==> config.mk <==
export PLATFORM = sky130hd
export DESIGN_NAME = in_port_fifo
export DESIGN_NICKNAME = d
export VERILOG_FILES = /design/src/rtl/in_port_fifo.sv
export SDC_FILE = /design/constraint.sdc
export NUM_CORES = 1
export LEC_CHECK = 0
export ABC_AREA = 1
export BUFFER_PORTS_ARGS = -buffer_cell sky130_fd_sc_hd__buf_2
export CAP_MARGIN = 20
export CORE_AREA = 2 2 76 78
export DETAILED_ROUTE_END_ITERATION = 10
export DIE_AREA = 0 0 78 80
export PLACE_DENSITY = 0.63
export SLEW_MARGIN = 20
export SYNTH_ARGS = -nofsm -noshare
export SYNTH_HDL_FRONTEND = slang
export SYNTH_SLANG_ARGS = --single-unit
==> constraint.sdc <==
create_clock -name clk -period 3.15 [get_ports clk]
set_clock_uncertainty 0.15 [all_clocks]
set_input_delay 0.315 -clock clk [delete_from_list [all_inputs] [get_ports clk]]
set_output_delay 0.315 -clock clk [all_outputs]
set_load 0.02 [all_outputs]
==> src/rtl/in_port_fifo.sv <==
// Input-side FIFO peripheral for the SAP-3 bus: a producer pushes bytes over valid/ready, IN pops them.
// Optional sticky overflow flag (status bit2) is built when IN_PORT_OVF_EN is defined.
module in_port_fifo #(
    parameter int DEPTH = 4,
    parameter int WIDTH = 8
) (
    input  logic             clk,
    input  logic             rst,
    input  logic [WIDTH-1:0] ext_data,
    input  logic             ext_valid,
    output logic             ext_ready,
    input  logic             oe,
    input  logic             pop,
    input  logic             stat_oe,
    output logic [WIDTH-1:0] out,
    output logic             empty,
    output logic             full
);

    localparam int PW = $clog2(DEPTH);
    localparam int CW = PW + 1;

    logic [WIDTH-1:0] mem [DEPTH];
    logic [PW-1:0]    wr_ptr;
    logic [PW-1:0]    rd_ptr;
    logic [CW-1:0]    count;
    logic             ovf;
    logic             do_push;
    logic             do_pop;
    logic [7:0]       status_byte;

    assign full      = (count == CW'(DEPTH));
    assign empty     = (count == '0);
    assign ext_ready = !full;

    // Gating on full/empty gives the boundary rules: no bypass when empty, no push when full.
    assign do_push = ext_valid && !full;
    assign do_pop  = pop && !empty;

    always_ff @(posedge clk) begin
        if (rst) begin
            wr_ptr <= '0;
            rd_ptr <= '0;
            count  <= '0;
        end else begin
            if (do_push) begin
                wr_ptr <= wr_ptr + PW'(1);
            end
            if (do_pop) begin
                rd_ptr <= rd_ptr + PW'(1);
            end
            case ({do_push, do_pop})
                2'b10:   count <= count + CW'(1);
                2'b01:   count <= count - CW'(1);
                default: count <= count;
            endcase
        end
    end

    // Storage is deliberately left unreset; pointers alone define valid contents.
    always_ff @(posedge clk) begin
        if (do_push && !rst) begin
            mem[wr_ptr] <= ext_data;
        end
    end

`ifdef IN_PORT_OVF_EN
    // A fresh overflow outranks the clear caused by a status read in the same cycle.
    always_ff @(posedge clk) begin
        if (rst) begin
            ovf <= 1'b0;
        end else if (ext_valid && full) begin
            ovf <= 1'b1;
        end else if (stat_oe) begin
            ovf <= 1'b0;
        end
    end
`else
    assign ovf = 1'b0;
`endif

    assign status_byte = {4'(count), 1'b0, ovf, full, empty};

    always_comb begin
        out = '0;
        if (stat_oe) begin
            out = status_byte;
        end else if (oe && !empty) begin
            out = mem[rd_ptr];
        end
    end

endmodule

==> results.yml <==
drt:
  routed_wl_mm: 3.55
  ant_nets: 0
  post_drt_wl_per_cell_um: 12.5
  drc: 0
  drtIter0Drc: 66
  via_per_inst: 4.48
  first_pass_iters: 4
  vias: 1268
yosys:
  post_synth_num_cell_types: 19
  syn_inst: 183
  syn_area_um2: 1840
  synth-seq-area-share_pct: 62.1
  ys_ff_latch: 41
  syn_nets: 203
  yosys_warnings: 0
  syn_area_per_cell_um2: 10.0
power:
  p_leak_nw: 0.897
  p_per_area_nw_per_um2: 746
  peakVddDrop_uv: 252
place:
  place_hpwl_mm: 2.46
  globalplace.congestion: 0.808
  postPlaceCellArea_um2: 2010
  dp_worst_setup_slack_ns: 1.16
  portBuffers: 24
setup_path:
  worstPathArrival_ns: 1.76
  start_kind: "flip-flop"
  timing.rr.start: "count[1]$_SDFFE_PP0P_"
  worst_setup_path_end_kind: "output port"
  worstSetupPathType: "flip-flop to output port"
  cp-endpoint: "out[5]"
  required_ns: 2.68
  rrSetupSlack_ns: 1.15
  timing.rr.end: "mem[1][2]$_DFFE_PP_"
  cp_max_fo: 17
  reg2reg_depth: 6
cts:
  cts.sinks: 41
  cts.path.max_buffers: 2
  cts_max_level: 2
  post_cts_buffers: 0
  insertion_delay_ns: 0.29
  clkTransAtPathRegs_ns: 0.07
  cts_root_buffer: "clkbuf_8"
  tritoncts: "done"
  hold_buffers: 0
  cts_resized: 0
  cts_made_buffers: 5
sta:
  fin_setup_tns_ns: 0
  worst_pin_slew_ns: 0.875
  hold_violations: 0
  relSlewSlack_pct: 41.4
  drv_slew: 0
  fmax_mhz: 448
  fin_crit_ns: 2.23
  fin_worst_hold_slack_ns: 0.0687
  setup-violations-final: 0
  fin_crit_sh_pct: 70.8
  final.setup.worst_slack_ns: 0.920
  rsz0062_at_grt: "no"
floorplanning:
  core_area_um2: 5410
  pin_count: 25
  core.rowCount: 27
  die_area_um2: 6240
  die_h_um: 80
  die_w_um: 78
  start_util_pct: 34.0
global_route:
  antenna_found_initial: 0
  grt_pass1_vias: 1176
  grt_pass1_wl_mm: 5.38
  overflow: 0
  grt_max_degree: 18
  track_usage_pct: 11.7
layout:
  final_net_count: 230
  antennaDiodeCount: 0
  drive_gt1_share_pct: 19.4
  fin_area_um2: 2120
  syn_to_final_growth_pct: 15.7
  utilization_pct: 39.3
run:
  cap_violations: 0
status:
  status: "finished clean"
hold_path:
  hold_path_class: "primary input to flip-flop"
-- how the worst min path moves through the flow --
stage | startpoint | endpoint | slack, ns | depth (start not counted)
after floorplan | rst | flip-flop | 0.24 | 1
final | rst | rd_ptr[1]$_SDFFE_PP0P_ | 0.07 | 2
after global placement | rd_ptr[1]$_SDFFE_PP0P_ | rd_ptr[1]$_SDFFE_PP0P_ | 0.35 | 2
after global routing | rst | rd_ptr[1]$_SDFFE_PP0P_ | 0.06 | 2
after detailed placement | rd_ptr[1]$_SDFFE_PP0P_ | rd_ptr[1]$_SDFFE_PP0P_ | 0.35 | 2
after CTS | rst | rd_ptr[1]$_SDFFE_PP0P_ | 0.06 | 2
-- flip-flops by register name, summed over array words and instances (netlist names), named ones only --
register and flops:
mem 32, count 3, rd_ptr 2, wr_ptr 2
-- final cells by class --
type                            instances  area (µm²)
Inverter                               24        95.1
Tap cell                               72        90.1
Multi-Input combinational cell        114         567
Timing Repair Buffer                   24         120
Clock buffer                            6        72.6
Sequential cell                        41        1140
Clock inverter                          2        38.8
Fill cell                             563        3280
-- cell families after synthesis --
| group | Yosys count | synth area share [%] |
|---|---|---|
| fa+ha+maj | 6 | 4.50 |
| compound gates | 14 | 3.81 |
| buf+inv | 28 | 7.02 |
| simple gates | 94 | 22.5 |
| flops | 41 | 62.1 |
-- cell usage in the layout, fill, tap and decap left out, types with 3 or more instances in the layout --
master and instances:
buf_2 24, inv_1 20, nand2_1 43, nor2_1 25
clkbuf_8 5, nand3_1 19, o21ai_0 8, ha_1 5
edfxtp_1 32, dfxtp_1 9, a21oi_1 6, nand2_2 3
-- layer usage --
metal / global-route usage (%) / wire [µm] / up-vias
met5: 0 / 0 / -
met3: 3.73 / 204 / 9
met1: 13.9 / 1560 / 574
met2: 19.0 / 1700 / 38
met4: 6.14 / 77 / 0
li1: - / - / 647
-- stage by stage --
stage	power (mW)	instances
2_1_floorplan	1.07	183
3_3_place_gp	1.18	275
3_5_place_dp	1.18	275
4_1_cts	1.60	283
5_1_grt	1.69	283
6_report	1.59	283
-- cells in the mapped netlist, drive strengths merged --
master	count	area, µm²
nand3	19	95.1
buf	4	33.8
nor2	28	131
fa	1	20.0
a21oi	6	30.0
nand3b	1	7.51
edfxtp	32	961
ha	5	62.6
o21ai	8	40.0
inv	24	95.1
nand2	46	180
dfxtp	9	180
-- critical path: stages, from the launching register on --
cell	delay (ns)
dfxtp_1	0.74
inv_4	0.18
nand2_1	0.10
nand3_1	0.07
nand3_1	0.16
nand2_1	0.06
buf_2	0.15
-- where the power goes --
part,internal (mW),total (mW),switching (mW)
Combinational,0.152,0.472,0.320
Clock,0.238,0.416,0.178
Sequential,0.638,0.698,0.0592
Note: power is estimated with default switching activity, not from simulation.
